===== src/rtl/rv_mem_arbiter_pkg.sv =====
// Shared types for the two-master memory arbiter: FSM states, grant pointer
// and the registered shared-bus command payload.
package rv_mem_arbiter_pkg;

    localparam int unsigned ADDR_W = 32;
    localparam int unsigned DATA_W = 32;
    localparam int unsigned SEL_W  = 4;

    typedef enum logic [1:0] {
        ARB_IDLE,
        ARB_GRANT_I,
        ARB_GRANT_D
    } arb_state_t;

    typedef enum logic {
        MASTER_INSTR = 1'b0,
        MASTER_DATA  = 1'b1
    } arb_master_t;

    typedef struct packed {
        logic              write;
        logic [ADDR_W-1:0] addr;
        logic [DATA_W-1:0] wdata;
        logic [SEL_W-1:0]  sel;
    } mem_cmd_t;

    // Fetches are always full-word reads.
    function automatic mem_cmd_t instr_cmd(input logic [ADDR_W-1:0] addr);
        mem_cmd_t c;
        c.write = 1'b0;
        c.addr  = addr;
        c.wdata = '0;
        c.sel   = '1;
        return c;
    endfunction

    function automatic mem_cmd_t data_cmd(input logic              write,
                                          input logic [ADDR_W-1:0] addr,
                                          input logic [DATA_W-1:0] wdata,
                                          input logic [SEL_W-1:0]  sel);
        mem_cmd_t c;
        c.write = write;
        c.addr  = addr;
        c.wdata = wdata;
        c.sel   = sel;
        return c;
    endfunction

endpackage


===== src/rtl/rv_mem_arbiter_if.sv =====
// Bundle of fetch, load/store and shared memory bus signals around the arbiter.
// slave = arbiter view, master = core/memory view.
interface rv_mem_arbiter_if;
    import rv_mem_arbiter_pkg::*;

    logic              i_instr_req;
    logic [ADDR_W-1:0] i_instr_addr;
    logic              o_instr_ack;
    logic [DATA_W-1:0] o_instr_data;

    logic              i_data_req;
    logic              i_data_write;
    logic [ADDR_W-1:0] i_data_addr;
    logic [DATA_W-1:0] i_data_wdata;
    logic [SEL_W-1:0]  i_data_sel;
    logic              o_data_ack;
    logic [DATA_W-1:0] o_data_rdata;

    logic              o_mem_req;
    logic              o_mem_write;
    logic [ADDR_W-1:0] o_mem_addr;
    logic [DATA_W-1:0] o_mem_wdata;
    logic [SEL_W-1:0]  o_mem_sel;
    logic              i_mem_ack;
    logic [DATA_W-1:0] i_mem_rdata;

    logic              o_bus_error;

    modport slave (
        input  i_instr_req, i_instr_addr,
        input  i_data_req, i_data_write, i_data_addr, i_data_wdata, i_data_sel,
        input  i_mem_ack, i_mem_rdata,
        output o_instr_ack, o_instr_data,
        output o_data_ack, o_data_rdata,
        output o_mem_req, o_mem_write, o_mem_addr, o_mem_wdata, o_mem_sel,
        output o_bus_error
    );

    modport master (
        output i_instr_req, i_instr_addr,
        output i_data_req, i_data_write, i_data_addr, i_data_wdata, i_data_sel,
        output i_mem_ack, i_mem_rdata,
        input  o_instr_ack, o_instr_data,
        input  o_data_ack, o_data_rdata,
        input  o_mem_req, o_mem_write, o_mem_addr, o_mem_wdata, o_mem_sel,
        input  o_bus_error
    );

endinterface


===== src/rtl/rv_arb_watchdog.sv =====
// Grant-cycle watchdog: counts unacknowledged grant cycles and flags the
// cycle in which the grant has used up its budget.
module rv_arb_watchdog #(
    parameter int unsigned TIMEOUT_CYCLES = 255
) (
    input  logic i_clk,
    input  logic i_reset,
    input  logic i_clear,
    input  logic i_enable,
    output logic o_expire_c
);

    localparam int unsigned CNT_W = $clog2(TIMEOUT_CYCLES + 1);

    logic [CNT_W-1:0] r_count;

    always_ff @(posedge i_clk or posedge i_reset) begin
        if (i_reset) begin
            r_count <= '0;
        end else if (i_clear) begin
            r_count <= '0;
        end else if (i_enable) begin
            r_count <= r_count + CNT_W'(1);
        end
    end

    // Count k-1 during grant cycle k, so expiry lands on cycle TIMEOUT_CYCLES.
    assign o_expire_c = (r_count == CNT_W'(TIMEOUT_CYCLES - 1));

endmodule


===== src/rtl/rv_mem_arbiter.sv =====
// Round-robin arbiter sharing one memory bus between instruction fetch and
// load/store, with a per-grant watchdog that forces termination of hung cycles.
module rv_mem_arbiter
    import rv_mem_arbiter_pkg::*;
#(
    parameter int unsigned TIMEOUT_CYCLES = 255
) (
    input  logic             i_clk,
    input  logic             i_reset,
    rv_mem_arbiter_if.slave  bus
);

    arb_state_t  r_state;
    arb_state_t  w_state_nxt;
    arb_master_t r_last;
    arb_master_t w_last_nxt;
    mem_cmd_t    r_cmd;
    mem_cmd_t    w_cmd_nxt;
    logic        r_mem_req;
    logic        w_mem_req_nxt;

    logic        w_granted;
    logic        w_expire;
    logic        w_done;
    logic        w_pick_data;

    assign w_granted = (r_state != ARB_IDLE);
    assign w_done    = w_granted && (bus.i_mem_ack || w_expire);

    // On a tie the master that did not win last time takes the bus.
    assign w_pick_data = bus.i_data_req && (!bus.i_instr_req || (r_last == MASTER_INSTR));

    rv_arb_watchdog #(
        .TIMEOUT_CYCLES (TIMEOUT_CYCLES)
    ) u_watchdog (
        .i_clk      (i_clk),
        .i_reset    (i_reset),
        .i_clear    (!w_granted),
        .i_enable   (w_granted && !bus.i_mem_ack),
        .o_expire_c (w_expire)
    );

    always_ff @(posedge i_clk or posedge i_reset) begin
        if (i_reset) begin
            r_state   <= ARB_IDLE;
            r_last    <= MASTER_INSTR;
            r_cmd     <= '0;
            r_mem_req <= 1'b0;
        end else begin
            r_state   <= w_state_nxt;
            r_last    <= w_last_nxt;
            r_cmd     <= w_cmd_nxt;
            r_mem_req <= w_mem_req_nxt;
        end
    end

    always_comb begin
        w_state_nxt   = r_state;
        w_last_nxt    = r_last;
        w_cmd_nxt     = r_cmd;
        w_mem_req_nxt = r_mem_req;

        case (r_state)
            ARB_IDLE: begin
                if (bus.i_instr_req || bus.i_data_req) begin
                    w_mem_req_nxt = 1'b1;
                    if (w_pick_data) begin
                        w_state_nxt = ARB_GRANT_D;
                        w_cmd_nxt   = data_cmd(bus.i_data_write, bus.i_data_addr,
                                               bus.i_data_wdata, bus.i_data_sel);
                    end else begin
                        w_state_nxt = ARB_GRANT_I;
                        w_cmd_nxt   = instr_cmd(bus.i_instr_addr);
                    end
                end
            end
            ARB_GRANT_I, ARB_GRANT_D: begin
                // Command stays frozen until the cycle completes or times out.
                if (w_done) begin
                    w_state_nxt   = ARB_IDLE;
                    w_mem_req_nxt = 1'b0;
                    w_last_nxt    = (r_state == ARB_GRANT_D) ? MASTER_DATA : MASTER_INSTR;
                end
            end
            default: begin
                w_state_nxt   = ARB_IDLE;
                w_mem_req_nxt = 1'b0;
            end
        endcase
    end

    assign bus.o_mem_req    = r_mem_req;
    assign bus.o_mem_write  = r_cmd.write;
    assign bus.o_mem_addr   = r_cmd.addr;
    assign bus.o_mem_wdata  = r_cmd.wdata;
    assign bus.o_mem_sel    = r_cmd.sel;

    // Completion is a same-cycle pass-through of the memory ack (or expiry).
    assign bus.o_instr_ack  = (r_state == ARB_GRANT_I) && (bus.i_mem_ack || w_expire);
    assign bus.o_data_ack   = (r_state == ARB_GRANT_D) && (bus.i_mem_ack || w_expire);
    assign bus.o_bus_error  = w_granted && w_expire && !bus.i_mem_ack;

    assign bus.o_instr_data = bus.i_mem_rdata;
    assign bus.o_data_rdata = bus.i_mem_rdata;

endmodule


===== src/flat_wrapper.sv =====
// flat-port wrapper written by rule: the top's interface ports become plain ports
module rv_mem_arbiter_flat import rv_mem_arbiter_pkg::*;
#(
    parameter int unsigned TIMEOUT_CYCLES = 255
)
  (i_clk, i_reset, bus_i_instr_req, bus_i_instr_addr, bus_i_data_req, bus_i_data_write, bus_i_data_addr, bus_i_data_wdata, bus_i_data_sel, bus_i_mem_ack, bus_i_mem_rdata, bus_o_instr_ack, bus_o_instr_data, bus_o_data_ack, bus_o_data_rdata, bus_o_mem_req, bus_o_mem_write, bus_o_mem_addr, bus_o_mem_wdata, bus_o_mem_sel, bus_o_bus_error);
  rv_mem_arbiter_if bus_i ();
  input  logic i_clk;
  input  logic i_reset;
  input wire logic [$bits(bus_i.i_instr_req)-1:0] bus_i_instr_req;
  input wire logic [$bits(bus_i.i_instr_addr)-1:0] bus_i_instr_addr;
  input wire logic [$bits(bus_i.i_data_req)-1:0] bus_i_data_req;
  input wire logic [$bits(bus_i.i_data_write)-1:0] bus_i_data_write;
  input wire logic [$bits(bus_i.i_data_addr)-1:0] bus_i_data_addr;
  input wire logic [$bits(bus_i.i_data_wdata)-1:0] bus_i_data_wdata;
  input wire logic [$bits(bus_i.i_data_sel)-1:0] bus_i_data_sel;
  input wire logic [$bits(bus_i.i_mem_ack)-1:0] bus_i_mem_ack;
  input wire logic [$bits(bus_i.i_mem_rdata)-1:0] bus_i_mem_rdata;
  output wire logic [$bits(bus_i.o_instr_ack)-1:0] bus_o_instr_ack;
  output wire logic [$bits(bus_i.o_instr_data)-1:0] bus_o_instr_data;
  output wire logic [$bits(bus_i.o_data_ack)-1:0] bus_o_data_ack;
  output wire logic [$bits(bus_i.o_data_rdata)-1:0] bus_o_data_rdata;
  output wire logic [$bits(bus_i.o_mem_req)-1:0] bus_o_mem_req;
  output wire logic [$bits(bus_i.o_mem_write)-1:0] bus_o_mem_write;
  output wire logic [$bits(bus_i.o_mem_addr)-1:0] bus_o_mem_addr;
  output wire logic [$bits(bus_i.o_mem_wdata)-1:0] bus_o_mem_wdata;
  output wire logic [$bits(bus_i.o_mem_sel)-1:0] bus_o_mem_sel;
  output wire logic [$bits(bus_i.o_bus_error)-1:0] bus_o_bus_error;
  assign bus_i.i_instr_req = bus_i_instr_req;
  assign bus_i.i_instr_addr = bus_i_instr_addr;
  assign bus_i.i_data_req = bus_i_data_req;
  assign bus_i.i_data_write = bus_i_data_write;
  assign bus_i.i_data_addr = bus_i_data_addr;
  assign bus_i.i_data_wdata = bus_i_data_wdata;
  assign bus_i.i_data_sel = bus_i_data_sel;
  assign bus_i.i_mem_ack = bus_i_mem_ack;
  assign bus_i.i_mem_rdata = bus_i_mem_rdata;
  assign bus_o_instr_ack = bus_i.o_instr_ack;
  assign bus_o_instr_data = bus_i.o_instr_data;
  assign bus_o_data_ack = bus_i.o_data_ack;
  assign bus_o_data_rdata = bus_i.o_data_rdata;
  assign bus_o_mem_req = bus_i.o_mem_req;
  assign bus_o_mem_write = bus_i.o_mem_write;
  assign bus_o_mem_addr = bus_i.o_mem_addr;
  assign bus_o_mem_wdata = bus_i.o_mem_wdata;
  assign bus_o_mem_sel = bus_i.o_mem_sel;
  assign bus_o_bus_error = bus_i.o_bus_error;
  rv_mem_arbiter #(.TIMEOUT_CYCLES(TIMEOUT_CYCLES)) u_core (.i_clk(i_clk), .i_reset(i_reset), .bus(bus_i));
endmodule

===== config.mk =====
export PLATFORM = sky130hd
export DESIGN_NAME = rv_mem_arbiter_flat
export DESIGN_NICKNAME = d
export VERILOG_FILES = /design/src/rtl/rv_mem_arbiter_pkg.sv /design/src/rtl/rv_mem_arbiter_if.sv /design/src/rtl/rv_arb_watchdog.sv /design/src/rtl/rv_mem_arbiter.sv /design/src/flat_wrapper.sv
export SDC_FILE = /design/constraint.sdc
export NUM_CORES = 1
export LEC_CHECK = 0
export CAP_MARGIN = 20
export CORE_UTILIZATION = 36
export DETAILED_ROUTE_END_ITERATION = 16
export GPL_TIMING_DRIVEN = 0
export PLACE_DENSITY = 0.83
export SYNTH_ARGS = -nofsm -noshare
export SYNTH_HDL_FRONTEND = slang
export SYNTH_SLANG_ARGS = --single-unit
export TNS_END_PERCENT = 5

===== constraint.sdc =====
create_clock -name i_clk -period 3.09 [get_ports i_clk]
set_input_delay 0.618 -clock i_clk [delete_from_list [all_inputs] [get_ports i_clk]]
set_output_delay 0.618 -clock i_clk [all_outputs]
set_load 0.03 [all_outputs]

; ---- After elaboration in Yosys (flattened, before gate mapping)
; Index checks and enable logic that the tools add are counted.
[word_totals]
reg_bits = 81
in_bits = 138
out_inout_bits = 137
word_cells = 45
[classes]
n_addsub = 1
eq_ne = 6
muxes = 11
n_bitwise = 1
reduce_logical = 18
[op_table]
columns = operator, n
row1 = $mux 69, 1
row2 = $mux 8, 2
row3 = $add 8x1->8 const B, 1
row4 = $eq 8x8->1 const B, 1
row5 = $logic_and 1x1->1, 7
row6 = $mux 2, 3
row7 = $reduce_and 2->1, 3
row8 = $ne 2x1->1 const B, 2
row9 = $pmux 2 s2, 1
row10 = $logic_or 1x1->1, 3
row11 = $mux 1, 3
row12 = $eq 2x1->1 const B, 1
row13 = $eq 2x2->1 const B, 1
row14 = $logic_not 1->1, 2
row15 = $logic_not 2->1, 1
row16 = $ne 2x2->1 const B, 1
row17 = $pmux 1 s2, 1
row18 = $reduce_bool 2->1, 1
row19 = $reduce_or 2->1, 1
row20 = $not 1->1, 1

; ---- Longest topological paths before layout
; Gate-level depths: netlist (run 1).
[depth]
word_depth = 6
depth_mapped = 8
ltp_nobuf = 5

; ---- Modules after synthesis
; Synthesis (run 1) repeated with hierarchy kept, for this count alone.
[unflattened]
hier_cells = 393
area_unflattened_um2 = 3991.3
[modules_own_cells]
columns = mod, n_inst, cells_each, area_per_inst_um2, seq_area_each_um2
row1 = rv_mem_arbiter, 1, 351, 3584.7, 1826.8
row2 = rv_arb_watchdog, 1, 42, 406.6, 200.2

; ---- Least setup slack after synthesis (run 1)
; Ideal clock, no wire load.
[synth_path]
path_kind = reg-to-output
from = reg u_core.r_state[0]
to = out bus_o_bus_error
arrival_time_ns = 1.750
t_required_ns = 2.472
setup_slack_ns = 0.722
stages_incl_launch_ff = 5
path_buffers = 1
path_cell_list = dfrtp_1 > inv_1 > ha_1 > buf_2 > nor4_1
[synth_via]
elab_chain_len = 3
[synth_rtl]
columns = element, line
row1 = start: declaration, rv_mem_arbiter.sv:13  ; arb_state_t r_state;
row2 = start signal: assignment, rv_mem_arbiter.sv:50  ; r_state <= w_state_nxt;
row3 = $reduce_bool 2->1, rv_mem_arbiter.sv:27  ; assign w_granted = (r_state != ARB_IDLE);
row4 = $logic_and 1x1->1 (2 in a row), rv_mem_arbiter.sv:101  ; assign bus.o_bus_error = w_granted && w_expire && !bus.i_mem_ack;
row5 = end: declaration, flat_wrapper.sv:28  ; output wire logic [$bits(bus_i.o_bus_error)-1:0] bus_o_bus_error;
; No other way between the ends.

; ---- Final worst setup path (run 1)
; Same ends and word-level chain as after synthesis.

==> results.py, run 1 <==
metrics = {
    "status": {
        "outcome": "complete, no violations",
    },
    "clocking": {
        "cts.sinks": 81,
        "cts_tree": "done",
        "cts_buffers": 9,
        "htree_num_levels": 3,
        "cts_setup_buffers": 0,
        "clkTransAtPathRegs_ns": 0.09,
        "ctsHoldBuffers": 0,
        "cts_buffer_depth": 2,
        "clkLatencyLatePin_ns": 0.35,
        "cts-root-buf": "clkbuf_8",
        "cts_resized": 0,
    },
    "routing": {
        "antenna_left": 0,
        "totalWireLength_mm": 11.4,
        "dr.pass1.iters": 4,
        "wire_per_inst_um": 15.1,
        "drc": 0,
        "drt_iter0_markers": 96,
        "via_per_inst": 4.69,
        "vias": 3556,
    },
    "sta": {
        "worstMarginPinSlew_ns": 0.494,
        "finalMaxSlewViolations": 0,
        "fin_skew_ns": 0.00773,
        "post-route-min-period_ns": 2.93,
        "rsz0062_at_grt": "no",
        "tns_ns": 0,
        "hold_viol": 0,
        "finalCritPeriodShare": 0.947,
        "setup_viol": 0,
        "slew_headroom": 0.671,
        "fmax_ghz": 0.342,
    },
    "placed_design": {
        "io_buffers": 241,
        "dp_hpwl_mm": 9.04,
        "gp_congestion": 0.740,
        "place_area_um2": 6610,
    },
    "yosys": {
        "ys_seq_area_frac": 0.507,
        "synthDistinctLibCells": 37,
        "synth.avg_cell_area_um2": 11.1,
        "synth_top_area_frac": 0.507,
        "ys_ff_latch": 81,
        "async_flop_share": 1.00,
        "syn_nets": 503,
        "synth_top_area_cell": "dfrtp_1",
        "yosysMostFrequentCell": "dfrtp_1",
        "synthCells": 360,
        "yosysWarnings": 0,
        "syn_area_um2": 4000,
        "synth_ff_type": "dfrtp_1",
        "yosys-top-cells-area": "dfrtp_1, buf_4, mux2i_1, a22o_1, o21ai_1",
        "synth_edf_count": 0,
        "synth_commonest_cells": "dfrtp_1, buf_4, nand2_1, a22o_1, mux2i_1",
    },
    "worst_setup_path": {
        "path_delay_family": "buffers and inverters",
        "worstPathBufferInverterCount": 3,
        "crit_slowest_cell": "clkdlybuf4s50_1",
        "path_class": "reg2out",
        "start_kind": "flip-flop",
        "cp-end-kind": "primary output",
        "worstPathArrival_ns": 2.31,
        "cp_max_fo": 9,
        "max_stage_delay_ns": 0.75,
        "cp.required_ns": 2.47,
        "path_cells": "inv_1 -> ha_1 -> buf_2 -> nor4_1 -> clkdlybuf4s50_1",
    },
    "global_routing": {
        "grt_pass1_wl_mm": 17.5,
        "antenna_found_initial": 0,
        "grt_pass1_vias": 3487,
        "grt_max_degree": 47,
        "track_usage": 0.197,
        "grt.overflow.total": 0,
    },
    "cells_and_area": {
        "layout-drive-gt1-share": 0.163,
        "syn2layout_area_growth_pct": 70.8,
        "fillCellCount": 844,
        "finalInstanceArea_um2": 6830,
        "nets": 756,
        "final-seq-area_um2": 2030,
        "num_antenna_cells": 0,
        "multi_input_area_um2": 1340,
    },
    "power_and_ir_drop": {
        "pwr-share-clk": 0.149,
        "power_frac_comb": 0.547,
        "switchingPower_mw": 2.47,
        "power_frac_seq": 0.304,
        "p_leak_nw": 2.99,
        "ir_drop_uv": 487,
        "swShare": 0.426,
        "intPower_mw": 3.34,
        "p_per_area_nw_per_um2": 850,
    },
    "die": {
        "start_util": 0.369,
        "die_w_um": 107,
        "io_pins": 275,
        "fp.dieH_um": 107,
        "core_area_um2": 10800,
        "die_area_um2": 11500,
        "rows": 38,
    },
    "min_path": {
        "hp-class": "reg2reg",
    },
    "flow_run": {
        "max_cap_viol_count": 0,
    },
}
sequential cells by signal (all words and copies together), names as in the netlist:
name / count
u_core.bus.o_mem_req: 1
u_core.u_watchdog.r_count: 8
u_core.bus.o_mem_write: 1
u_core.bus.o_mem_addr: 32
u_core.bus.o_mem_wdata: 32
u_core.bus.o_mem_sel: 4
u_core.r_state: 2
u_core.r_last: 1
power groups by stage:
stage | registers, mW | clock network [mW] | logic [mW]
final | 1.77 | 0.866 | 3.17
after CTS | 1.77 | 0.881 | 3.20
after global routing | 1.83 | 0.928 | 3.38
after global placement | 1.76 | 0 | 3.13
after detailed placement | 1.78 | 0 | 3.19
after floorplan | 2.57 | 0 | 1.02
worst reg2reg max path: cells and delay by family, from the launching register on:
family | cells | cell delay (ns)
buffers and inverters | 4 | 0.87
flip-flops | 1 | 0.40
AO/OA/AOI/OAI | 2 | 0.29
adder cells (fa/ha/maj) | 1 | 0.21
AND/OR/NAND/NOR | 1 | 0.09
final timing paths:
check / start / endpoint / slack [ns] / cells after the start
hold reg to reg: u_core.bus.o_mem_addr[0] / u_core.bus.o_mem_addr[0] / 0.49 / 2
hold / removal: u_core.bus.o_mem_addr[0] / u_core.bus.o_mem_addr[0] / 0.49 / 2
min in group asynchronous: i_reset / u_core.bus.o_mem_wdata[3] / 0.63 / 2
max in group asynchronous: i_reset / u_core.bus.o_mem_wdata[23] / 1.86 / 3
setup reg to reg: u_core.r_state[0] / u_core.bus.o_mem_addr[16] / 1.16 / 8
setup / recovery: u_core.r_state[0] / bus_o_bus_error / 0.16 / 5
stage by stage:
stage,hold WS (ns),instances,setup slack (ns),utilization,total power [mW]
floorplan,0.519,360,0.392,-,3.59
global placement,0.467,741,-0.805,0.608,4.89
detailed placement,0.475,742,0.576,0.610,4.97
CTS,0.495,758,0.155,0.630,5.86
global route,0.515,758,0.0725,0.630,6.13
finish,0.488,758,0.164,0.630,5.81
kinds of logic (layout without fill, tap and decap cells):
family                   count (synthesis)  after routing  share of synthesized area
AND/OR/NAND/NOR                         60             60                     0.0741
AO/OA/AOI/OAI                           88             88                      0.155
adder cells (fa/ha/maj)                  5              5                     0.0156
buffers and inverters                   90            348                      0.159
flip-flops                              81             81                      0.507
XOR/XNOR                                 4              4                    0.00876
multiplexers                            32             32                     0.0801
layer usage:
layer	vias to the layer above	global-route usage	routed length (µm)
met5	-	0	0
met4	0	0.0646	153
met1	1689	0.236	4570
met2	166	0.341	5740
li1	1689	-	-
met3	12	0.0563	978
cells in the final DEF (no fill, tap or decap), drive strengths merged, types with 2 or more instances in the layout:
master | synthesis | final
o21ai | 37 | 37
a22o | 34 | 34
inv | 5 | 5
o22a | 4 | 4
xor2 | 4 | 4
buf | 78 | 79
dfrtp | 81 | 81
clkbuf | 7 | 17
a21oi | 4 | 4
nor2b | 5 | 5
a32o | 3 | 3
clkinv | 0 | 2
nand4b | 2 | 2
nor2 | 7 | 7
clkinvlp | 0 | 2
nand2 | 35 | 35
bufinv | 0 | 2
ha | 5 | 5
clkdlybuf4s50 | 0 | 241
nand2b | 2 | 2
mux2i | 32 | 32
or3 | 2 | 2
area by class of cell:
type / count / share of cell area
Buffer: 85 / 0.0905
Clock buffer: 10 / 0.0187
Clock inverter: 6 / 0.0136
Inverter: 5 / 0.00311
Multi-Input combinational cell: 189 / 0.196
Sequential cell: 81 / 0.297
Tap cell: 140 / 0.0256
Timing Repair Buffer: 242 / 0.356
No activity file was read; power rests on OpenSTA's default activity.
==> run 2, diff against run 1 <==
--- a/config.mk
+++ b/config.mk
@@ -5,6 +5,7 @@
 export SDC_FILE = /design/constraint.sdc
 export NUM_CORES = 1
 export LEC_CHECK = 0
+export ABC_CLOCK_PERIOD_IN_PS = 3090
 export CAP_MARGIN = 20
 export CORE_UTILIZATION = 36
 export DETAILED_ROUTE_END_ITERATION = 16
==> results of run 2 <==
Same layout as run 1: the final DEF is identical, and so are final timing and power.
